===== src/rtl/rst_seq_gen.sv =====
// rst_seq_gen: divides clk into a periodic tick and uses it to release
// NUM_CH enables/resets in order with per-channel delays, removing them
// in reverse order (one per tick) on shutdown.

// Per-channel output stage: maps logical activity onto the pin polarity.
module rst_seq_gen_pol #(
    parameter logic POL = 1'b1
) (
    input  logic act,
    output logic ch_out
);
    // active-high enable passes activity through, active-low reset inverts it
    assign ch_out = POL ? act : ~act;
endmodule

module rst_seq_gen #(
    parameter int                      CLK_HZ  = 100_000_000,
    parameter int                      TICK_HZ = 1000,
    parameter int                      NUM_CH  = 4,
    parameter int                      DLY_W   = 16,
    parameter logic [NUM_CH*DLY_W-1:0] CH_DLY  = '0,
    parameter logic [NUM_CH-1:0]       CH_POL  = '1
) (
    input  logic                         clk,
    input  logic                         reset_n,
    input  logic                         restart,
    input  logic                         shutdown,
    output logic                         tick,
    output logic [NUM_CH-1:0]            ch_out,
    output logic                         seq_busy,
    output logic                         seq_done,
    output logic [$clog2(NUM_CH+1)-1:0]  step_idx
);

    localparam int DIV = CLK_HZ / TICK_HZ;
    localparam int DW  = (DIV > 1) ? $clog2(DIV) : 1;
    localparam int IW  = $clog2(NUM_CH + 1);
    // delay table padded to a power of two so idx can index it directly
    localparam int TBL = 1 << IW;
    localparam logic [DW-1:0] DCNT_MAX = DW'(DIV - 1);

    generate
        if (DIV < 2) begin : g_bad_div
            $error("rst_seq_gen: CLK_HZ/TICK_HZ must be at least 2");
        end
        if (NUM_CH < 1 || NUM_CH > 16) begin : g_bad_ch
            $error("rst_seq_gen: NUM_CH must be in 1..16");
        end
    endgenerate

    typedef enum logic [1:0] {
        ST_UP   = 2'd0,
        ST_DONE = 2'd1,
        ST_DOWN = 2'd2,
        ST_OFF  = 2'd3
    } state_t;

    state_t            state, state_d;
    logic [DW-1:0]     dcnt;
    logic [IW-1:0]     idx, idx_d;
    logic [DLY_W-1:0]  dly_cnt, dly_d;
    logic [NUM_CH-1:0] act, act_d;
    logic [TBL-1:0][DLY_W-1:0] dly_tab;
    logic [DLY_W-1:0]  cur_dly;
    logic              step_hit;

    // unpack the flat delay parameter; unused slots read as zero
    for (genvar g = 0; g < TBL; g++) begin : g_tab
        if (g < NUM_CH) begin : g_real
            assign dly_tab[g] = CH_DLY[g*DLY_W +: DLY_W];
        end else begin : g_pad
            assign dly_tab[g] = '0;
        end
    end

    assign cur_dly = dly_tab[idx];

    // a step finishes at once for zero delay, otherwise on the tick that
    // brings the elapsed count up to the programmed value
    assign step_hit = (cur_dly == '0) ||
                      (tick && ((dly_cnt + DLY_W'(1)) == cur_dly));

    // free-running divider; tick is registered, one cycle after the wrap
    always_ff @(posedge clk or negedge reset_n) begin
        if (!reset_n) begin
            dcnt <= '0;
            tick <= 1'b0;
        end else begin
            dcnt <= (dcnt == DCNT_MAX) ? '0 : dcnt + DW'(1);
            tick <= (dcnt == DCNT_MAX);
        end
    end

    // sequencer state register
    always_ff @(posedge clk or negedge reset_n) begin
        if (!reset_n) begin
            state   <= ST_UP;
            idx     <= '0;
            dly_cnt <= '0;
            act     <= '0;
        end else begin
            state   <= state_d;
            idx     <= idx_d;
            dly_cnt <= dly_d;
            act     <= act_d;
        end
    end

    // next-state: normal progress first, then shutdown/restart overrides
    always_comb begin
        state_d = state;
        idx_d   = idx;
        dly_d   = dly_cnt;
        act_d   = act;

        case (state)
            ST_UP: begin
                if (step_hit) begin
                    for (int i = 0; i < NUM_CH; i++) begin
                        if (idx == IW'(i)) act_d[i] = 1'b1;
                    end
                    idx_d = idx + IW'(1);
                    dly_d = '0;
                    if (idx == IW'(NUM_CH - 1)) state_d = ST_DONE;
                end else if (tick) begin
                    dly_d = dly_cnt + DLY_W'(1);
                end
            end
            ST_DONE: begin
                act_d = '1;
            end
            ST_DOWN: begin
                if (act == '0) begin
                    state_d = ST_OFF;
                end else if (tick) begin
                    // channels are set contiguously from 0, so the highest
                    // active one sits at idx-1
                    for (int i = 0; i < NUM_CH; i++) begin
                        if (idx == IW'(i + 1)) act_d[i] = 1'b0;
                    end
                    idx_d = idx - IW'(1);
                end
            end
            ST_OFF: begin
                if (!shutdown) begin
                    state_d = ST_UP;
                    idx_d   = '0;
                    dly_d   = '0;
                    act_d   = '0;
                end
            end
            default: begin
                state_d = ST_UP;
                idx_d   = '0;
                dly_d   = '0;
                act_d   = '0;
            end
        endcase

        // shutdown keeps any step completion this cycle but redirects the
        // state; restart only counts while shutdown is low
        if (shutdown) begin
            if (state == ST_UP || state == ST_DONE) state_d = ST_DOWN;
        end else if (restart) begin
            state_d = ST_UP;
            idx_d   = '0;
            dly_d   = '0;
            act_d   = '0;
        end
    end

    // per-channel polarity stages
    for (genvar g = 0; g < NUM_CH; g++) begin : g_ch
        rst_seq_gen_pol #(.POL(CH_POL[g])) u_pol (
            .act    (act[g]),
            .ch_out (ch_out[g])
        );
    end

    assign seq_busy = (state == ST_UP) || (state == ST_DOWN);
    assign seq_done = (state == ST_DONE);
    assign step_idx = idx;

endmodule


===== config.mk =====
export PLATFORM = sky130hd
export DESIGN_NAME = rst_seq_gen
export DESIGN_NICKNAME = d
export VERILOG_FILES = /design/src/rtl/rst_seq_gen.sv
export SDC_FILE = /design/constraint.sdc
export NUM_CORES = 1
export LEC_CHECK = 0
export CORE_ASPECT_RATIO = 0.9
export CORE_MARGIN = 3
export CORE_UTILIZATION = 50
export CTS_CLUSTER_DIAMETER = 80
export DETAILED_ROUTE_END_ITERATION = 8
export GPL_TIMING_DRIVEN = 1
export PLACE_DENSITY = 0.74
export SLEW_MARGIN = 30
export SYNTH_ARGS = -nofsm -noshare
export SYNTH_HDL_FRONTEND = slang
export SYNTH_SLANG_ARGS = --single-unit

===== constraint.sdc =====
create_clock -name clk -period 1.92 [get_ports clk]
set_clock_uncertainty 0.1 [all_clocks]
set_input_delay 0.384 -clock clk [delete_from_list [all_inputs] [get_ports clk]]
set_output_delay 0.384 -clock clk [all_outputs]
set_load 0.01 [all_outputs]

==> results.cfg, run 1 <==
[global_route]
overflow = 0
grt_usage_pct = 17.47
grt_pass1_wl_um = 5030
grt_pass1_vias = 1090
grt_max_degree = 28
antenna_found_initial = 0

[synth]
synth-edff-count = 0
synthFlopType = dfrtp_1
syn_area_per_cell_um2 = 9.568
syn-num-nets = 164
synth_top_cell_by_area = dfrtp_1
synth_top_family_by_area = simple AND/OR/NAND/NOR gates
synthSimpleGateAreaFrac_pct = 24.87
synth_fa_ha_area_share_pct = 5.983
yosysWarningCount = 0
synth.distinct_cells = 32
ys_ff_latch = 27
synth_top_area_share_pct = 46.15
synth_xor_area_share_pct = 7.778
syn_area_um2 = 1464
yosysSeqAreaShare_pct = 46.15
synthMuxAreaShare_pct = 0
syn_inst = 153
synth_area_leaders = dfrtp_1 46%, ha_1 6.0%, nor2_1 5.1%
synthArstFlopShare_pct = 100.0
synth_compound_area_share_pct = 11.37

[detailed_routing]
totalWireLength_um = 3038
post_drt_wl_per_cell_um = 14.26
viasPerCell = 5.404
vias = 1151
drt_iter0_drc = 34
drc = 0
ant_nets = 0
dr.pass1.iters = 5

[timing]
fin_ws_ps = -62.16
whs_ps = 319.3
setup_violations = 9
fmax_mhz = 504.5
finalCritPeriodShare_pct = 103.2
drv_slew = 0
worst_pin_slew_ps = 465.7
period_minus_slack_ps = 1982
finalHoldViolations = 0
max_slew_margin_pct = 68.55
rsz0062_at_grt = yes

[floorplanning]
core_area_um2 = 2616
initial_utilization_pct = 55.95
row_count = 17
die_height_um = 57.33
fp.dieW_um = 63.04
io_pins = 14
fp.dieArea_um2 = 3614

[clock_tree]
cts.path.max_buffers = 2
clockRootBuffer = clkbuf_4
cts_buffers = 3
cts.sink_count = 27
clk_pin_slew_ps = 130
postCtsSetupBuffers = 0
cts_tree = built
clock_latency_ps = 320
cts.htree.levels = 1

[placed_design]
place_congestion = 0.8729
placed_area_um2 = 1687
place_ws_ps = -36.75
port_buffers = 13
hpwl_um = 2297

[setup_path]
slowest_stage = or4b_1
cp_top_family = simple AND/OR/NAND/NOR gates
path_cells = or4b_1, or4_4, nor4_4, buf_6, a21oi_1
cp.arrival_ps = 2090
path_buf_inv = 1
crit_required_ps = 2030
path_class = reg -> reg
r2r_start = dcnt[6]
crit_path_start_kind = flop
crit_path_start = dcnt[6]
max_stage_delay_ps = 520
endpoint_kind = flop
crit_fanout = 10

[run_status]
violations = setup timing
status = finished, violations left

[power]
power.leakage_nw = 0.7217
irDropWorstVdd_mv = 0.6124
cellPowerDensity_nw_per_um2 = 912.0

[hold_path]
hp-class = in -> async

[layout]
fin_area_um2 = 1722
nets = 187
drive_above_1_share_pct = 10.86
antenna_cells = 0
area_growth_pct = 17.61

[run]
maxCapViolations = 0
## synthesized netlist by cell type (2+ instances only)
library cell / n
clkbuf_1: 2
buf_4: 4
ha_1: 7
nor2_1: 20
nand2_1: 11
nand3b_1: 2
xor2_1: 5
xnor2_1: 8
inv_1: 5
nor4_1: 3
or3_1: 3
nand3_1: 6
o21ai_0: 5
nor3_1: 5
nand4_1: 2
o41ai_1: 2
dfrtp_1: 27
a31oi_1: 3
a21oi_1: 11
nor2b_1: 5
nand2b_1: 6
## registers in the layout, summed over array words and instances (netlist names)
register,cells
act,4
step_idx,3
dcnt,17
state,2
tick,1
## placed cells by master, fill, tap and decap left out, types with 5 or more instances in the layout
| cell | instances |
|---|---|
| dfrtp_1 | 25 |
| nand3_1 | 6 |
| xor2_1 | 5 |
| nor2_1 | 20 |
| nand2b_1 | 6 |
| xnor2_1 | 8 |
| nor2b_1 | 5 |
| buf_4 | 10 |
| inv_1 | 5 |
| o21ai_0 | 5 |
| nand2_1 | 11 |
| clkdlybuf4s50_1 | 12 |
| ha_1 | 7 |
| nor3_1 | 5 |
| a21oi_1 | 11 |
## cells by family (layout without fill, tap and decap cells)
kind of cell,count (synthesis),after routing
simple gates,68,68
compound gates,27,27
flops,27,27
xor+xnor,13,13
buf+inv,11,33
fa+ha+maj,7,7
## path summary, 6_finish.rpt
path / endpoint / slack [ps] / cells past startpoint
min in group clk: dcnt[0] / 380 / 1
worst min register to register: dcnt[0] / 380 / 1
worst max register to register: dcnt[16] / -60 / 5
max in group asynchronous: step_idx[0] / 1130 / 2
worst max-delay path: dcnt[16] / -60 / 5
worst min-delay path: dcnt[9] / 320 / 2
## stage by stage
| stage | setup TNS [ps] | utilization (%) | total power, mW | std cells |
|---|---|---|---|---|
| floorplan | -104.9 | - | 1.113 | 153 |
| global placement | 0 | 64.47 | 1.317 | 209 |
| detailed placement | -180.9 | 64.47 | 1.342 | 209 |
| CTS | -163.6 | 65.61 | 1.583 | 213 |
| global route | -678.2 | 65.81 | 1.691 | 213 |
| finish | -387.6 | 65.81 | 1.570 | 213 |
## area by class of cell
type	instances	area, um2
tap	38	47.55
sequential	27	678.2
multi-input combinational	115	732.0
timing repair buffer	24	219.0
inverter	5	18.77
clock buffer	4	26.28
fill	221	894.6
## what timing repair did
action / in CTS / in global routing
gates resized for setup: 1 / 3
hold buffers: 0 / 0
pin swaps: 0 / 0
setup endpoints to repair: 9 / 12
## where the power goes
part	internal (mW)	switching (mW)	leakage, nW
clock	0.0813	0.154	0.0150
sequential	0.645	0.0971	0.347
combinational	0.298	0.296	0.360
## routing by layer
metal,vias up,GRT usage (%),wire length (um)
met5,-,0,0
met4,0,4.403,15
met3,2,4.921,132
met2,28,27.22,1377
met1,545,24.12,1513
li1,576,-,-
(Power assumes the default switching activity.)
==> inputs of run 2 (changes only) <==
- CORE_UTILIZATION: 50 -> 56
- PLACE_DENSITY: 0.74 -> 0.84
- clock period: 1.92 -> 2.2 ns (I/O delays scaled with it)
==> run 2 against run 1 <==
The run now ends clean. Core utilization rose by 6.4 points. Cell count down 7.0%. Combinational power down 12%. Non-clock buffer count decreased by 4. Critical path depth did not move. Die area down 9.7%. Critical path type unchanged. Critical endpoint is now dcnt[10].
==> results.cfg, run 2 (synthesized netlist as in run 1, its figures left out) <==
[floorplanning]
fp.dieArea_um2 = 3265
io_pins = 14
initial_utilization_pct = 63.04
die_height_um = 54.51
core_area_um2 = 2322
fp.dieW_um = 59.90
row_count = 16

[setup_path]
crit_required_ps = 2330
cp.arrival_ps = 2260
crit_fanout = 10
endpoint_kind = flop
crit_path_start_kind = flop
path_class = reg -> reg

[layout]
layout_commonest_cell = dfrtp_1
top_register = dcnt
antenna_cells = 0
nets = 183
area_growth_pct = 14.53
final_cell_mix = 27 x dfrtp_1, 20 x nor2_1, 13 x clkdlybuf4s50_1, 11 x a21oi_1, 11 x nand2_1
final-seq-area_um2 = 675.6
fillers = 184
largest_reg_flops = 17
multi_input_area_um2 = 732.0
drive_above_1_share_pct = 8.187

[global_route]
grt_usage_pct = 21.00
grt_pass1_vias = 1102
grt_pass1_wl_um = 5043
grt_max_degree = 28
antenna_found_initial = 0
overflow = 0

[placed_design]
place_congestion = 0.9486
hpwl_um = 2252
place_ws_ps = 90.54
port_buffers = 13

[detailed_routing]
post_drt_wl_per_cell_um = 15.33
totalWireLength_um = 3036
dr.pass1.iters = 4
viasPerCell = 5.985
vias = 1185
ant_nets = 0
drt_iter0_drc = 55
drc = 0

[power]
pwr-share-comb_pct = 37.8
seqPwrFrac_pct = 46.4
clkPwrFrac_pct = 15.8
swShare_pct = 35.77
switchingPower_mw = 0.4955
power.leakage_nw = 0.6950
irDropWorstVdd_mv = 0.7809
p_int_mw = 0.8898
cellPowerDensity_nw_per_um2 = 826.2

[clock_tree]
cts.path.max_buffers = 2
postCtsSetupBuffers = 0
clk_pin_slew_ps = 150
cts_resized = 0
cts_buffers = 3
cts.htree.levels = 1
hold_buffers = 0
cts_tree = built
clock_latency_ps = 330
clockRootBuffer = clkbuf_4
cts.sink_count = 27

[hold_path]
hp-class = in -> async

[run_status]
status = completed

[run]
maxCapViolations = 0

[timing]
finalHoldViolations = 0
worst_pin_slew_ps = 512.1
max_slew_margin_pct = 65.41
setup_tns_ps = 0
setup_violations = 0
whs_ps = 362.7
drv_slew = 0
rsz0062_at_grt = no
period_minus_slack_ps = 2127
fin_ws_ps = 73.40
finalCritPeriodShare_pct = 96.66
fmax_mhz = 470.2
run 2: changes by cell type in the layout (fill, tap and decap cells not counted):
cell             before  now
clkbuf_1              1    0
dlymetal6s2s_1        1    0
buf_4                10    6
dfrtp_1              25   27
clkinvlp_4            0    1
clkdlybuf4s50_1      12   13
dfrtp_2               2    0
run 2: per-stage QoR:
stage / util, % / cell area, um2 / std cells / power [mW]
5_1_grt: 72.20 / 1677 / 198 / 1.477
4_1_cts: 72.04 / 1673 / 198 / 1.388
6_report: 72.20 / 1677 / 198 / 1.385
3_5_place_dp: 70.74 / 1643 / 194 / 1.173
2_1_floorplan: - / 1464 / 153 / 0.9716
3_3_place_gp: 70.74 / 1643 / 194 / 1.145
run 2: worst paths after layout:
kind / start / slack [ps] / cells after the start / endpoint
worst min-delay path: reset_n / 360 / 2 / step_idx[1]
worst min register to register: dcnt[0] / 370 / 1 / dcnt[0]
max in group asynchronous: reset_n / 1380 / 2 / dcnt[7]
worst max register to register: dcnt[8] / 70 / 5 / dcnt[10]
worst max-delay path: dcnt[8] / 70 / 5 / dcnt[10]
min in group clk: dcnt[0] / 370 / 1 / dcnt[0]
run 2: layer usage:
metal | vias up | track usage (%) | wire length [um]
met5 | - | 0 | 0
met4 | 0 | 2.214 | 13
met3 | 2 | 4.953 | 133
met2 | 24 | 33.99 | 1399
met1 | 589 | 29.82 | 1489
li1 | 570 | - | -
run 2: cell type report:
| type | instances | area share [%] |
|---|---|---|
| clock buffer | 3 | 1.343 |
| clock inverter | 1 | 0.4478 |
| inverter | 5 | 1.119 |
| multi-input combinational | 115 | 43.66 |
| sequential | 27 | 40.30 |
| tap | 27 | 2.015 |
| timing repair buffer | 20 | 11.12 |
run 2: worst max-delay path, cell delays in order (launching register included):
cell and delay [ps]:
dfrtp_1 410, or4b_1 550, or4_4 510, nor4_4 240, buf_6 170, nor2_1 50
run 2: power by group through the flow:
stage	sequential (mW)	combinational [mW]	clock (mW)
2_1_floorplan	0.647	0.325	0
3_3_place_gp	0.646	0.499	0
3_5_place_dp	0.652	0.521	0
4_1_cts	0.642	0.523	0.223
5_1_grt	0.655	0.579	0.243
6_report	0.643	0.523	0.219
==> inputs of run 3 (changes only) <==
==> constraint.sdc (replaced) <==
create_clock -name clk -period 2.2 [get_ports clk]
set_clock_uncertainty 0.1 [all_clocks]
set_input_delay 0.33 -clock clk [delete_from_list [all_inputs] [get_ports clk]]
set_output_delay 0.33 -clock clk [all_outputs]
set_load 0.01 [all_outputs]
==> run 3 against run 2 <==
Clock power barely moved. Sequential cell count did not move. Sequential share of layout area rose by 0.091 points. Cell count did not move. Final area fell by 0.22%. Maximum frequency rose by 1.8%. Highest routed layer unchanged. Wire length fell by 1.8%. Combinational power barely moved. Core utilization fell by 0.16 points. Register-to-register slack improved by 40 ps. Non-clock buffer count did not move. Global-route usage fell by 0.39 points.
==> results.cfg, run 3 (synthesized netlist as in run 1, its figures left out) <==
[layout]
largest_reg_flops = 17
area_growth_pct = 14.27
fin_area_um2 = 1673
layout_commonest_cell = dfrtp_1
antenna_cells = 0
final_cell_mix = 27 x dfrtp_1, 20 x nor2_1, 13 x clkdlybuf4s50_1, 11 x a21oi_1, 11 x nand2_1
drive_above_1_share_pct = 8.187
fillers = 176
top_register = dcnt
nets = 183

[power]
p_int_mw = 0.8884
swShare_pct = 35.93
pwr-share-comb_pct = 37.7
irDropWorstVdd_mv = 0.7466
seqPwrFrac_pct = 46.5
total_power_mw = 1.387
cellPowerDensity_nw_per_um2 = 828.9
power.leakage_nw = 0.6943
clkPwrFrac_pct = 15.9
switchingPower_mw = 0.4983

[detailed_routing]
ant_nets = 0
vias = 1167
drt_iter0_drc = 46
totalWireLength_um = 2981
dr.pass1.iters = 4
drc = 0
post_drt_wl_per_cell_um = 15.06
viasPerCell = 5.894

[setup_path]
crit_required_ps = 2340
cp_top_family = simple AND/OR/NAND/NOR gates
path_class = reg -> reg
max_stage_delay_ps = 520
crit_fanout = 10
path_cells = or4b_1, or4_4, nor4_4, buf_4, nor2_1
slowest_stage = or4b_1
cp.arrival_ps = 2230
crit_path_start_kind = flop
endpoint_kind = flop
path_buf_inv = 1

[timing]
finalHoldViolations = 0
period_minus_slack_ps = 2090
rsz0062_at_grt = no
fmax_mhz = 478.5
setup_tns_ps = 0
drv_slew = 0
finalCritPeriodShare_pct = 94.99
whs_ps = 267.1
setup_violations = 0
worst_pin_slew_ps = 517.7
max_slew_margin_pct = 65.04

[placed_design]
place_congestion = 0.9291
placed_area_um2 = 1643
hpwl_um = 2292
port_buffers = 13

[global_route]
grt_max_degree = 28
grt_pass1_wl_um = 5023
overflow = 0
grt_usage_pct = 20.62
antenna_found_initial = 0
grt_pass1_vias = 1120

[floorplanning]
row_count = 16
io_pins = 14
die_height_um = 54.51
fp.dieW_um = 59.90
core_area_um2 = 2322
fp.dieArea_um2 = 3265
initial_utilization_pct = 63.04

[clock_tree]
cts_tree = built
cts.sink_count = 27
clock_latency_ps = 330
clockRootBuffer = clkbuf_4
clk_pin_slew_ps = 140
postCtsSetupBuffers = 0
cts.path.max_buffers = 2
cts.htree.levels = 1
hold_buffers = 0
cts_resized = 0
cts_buffers = 3

[hold_path]
hp-class = in -> async

[run_status]
status = completed

[run]
maxCapViolations = 0
==> run 3: path summary, 6_finish.rpt <==
kind,slack [ps],endpoint,cells past startpoint,startpoint
min in group clk,370,dcnt[0],1,dcnt[0]
worst min-delay path,270,act[2],2,reset_n
worst max-delay path,110,dcnt[3],5,dcnt[8]
max in group asynchronous,1490,step_idx[1],2,reset_n
worst max register to register,110,dcnt[3],5,dcnt[8]
worst min register to register,370,dcnt[0],1,dcnt[0]
==> run 3: per-layer routing <==
metal  global-route usage (%)  vias to the layer above  routed length, um
li1                         -                      567                  -
met1                    27.98                      543               1355
met2                    31.47                       51               1359
met3                    6.840                        6                233
met4                    5.904                        0                 34
met5                        0                        -                  0
==> run 3: layout make-up <==
class,count,area [um2],share of cell area (%)
inverter,5,18.77,1.122
clock buffer,3,22.52,1.346
multi-input combinational,115,732.0,43.75
clock inverter,1,7.507,0.4488
tap,27,33.78,2.019
timing repair buffer,20,182.7,10.92
sequential,27,675.6,40.39
==> run 3: power groups by stage <==
stage	Combinational, mW	Clock, mW	Sequential (mW)
2_1_floorplan	0.325	0	0.647
3_3_place_gp	0.499	0	0.645
3_5_place_dp	0.519	0	0.651
4_1_cts	0.522	0.226	0.641
5_1_grt	0.576	0.242	0.656
6_report	0.522	0.220	0.644
==> run 3: metrics by stage <==
stage | utilization [%] | cells | worst slack, ps
global placement | 70.74 | 194 | 157.2
CTS | 72.04 | 198 | 89.41
global route | 72.04 | 198 | 32.59
finish | 72.04 | 198 | 110.2
floorplan | - | 153 | 82.93
detailed placement | 70.74 | 194 | 120.0
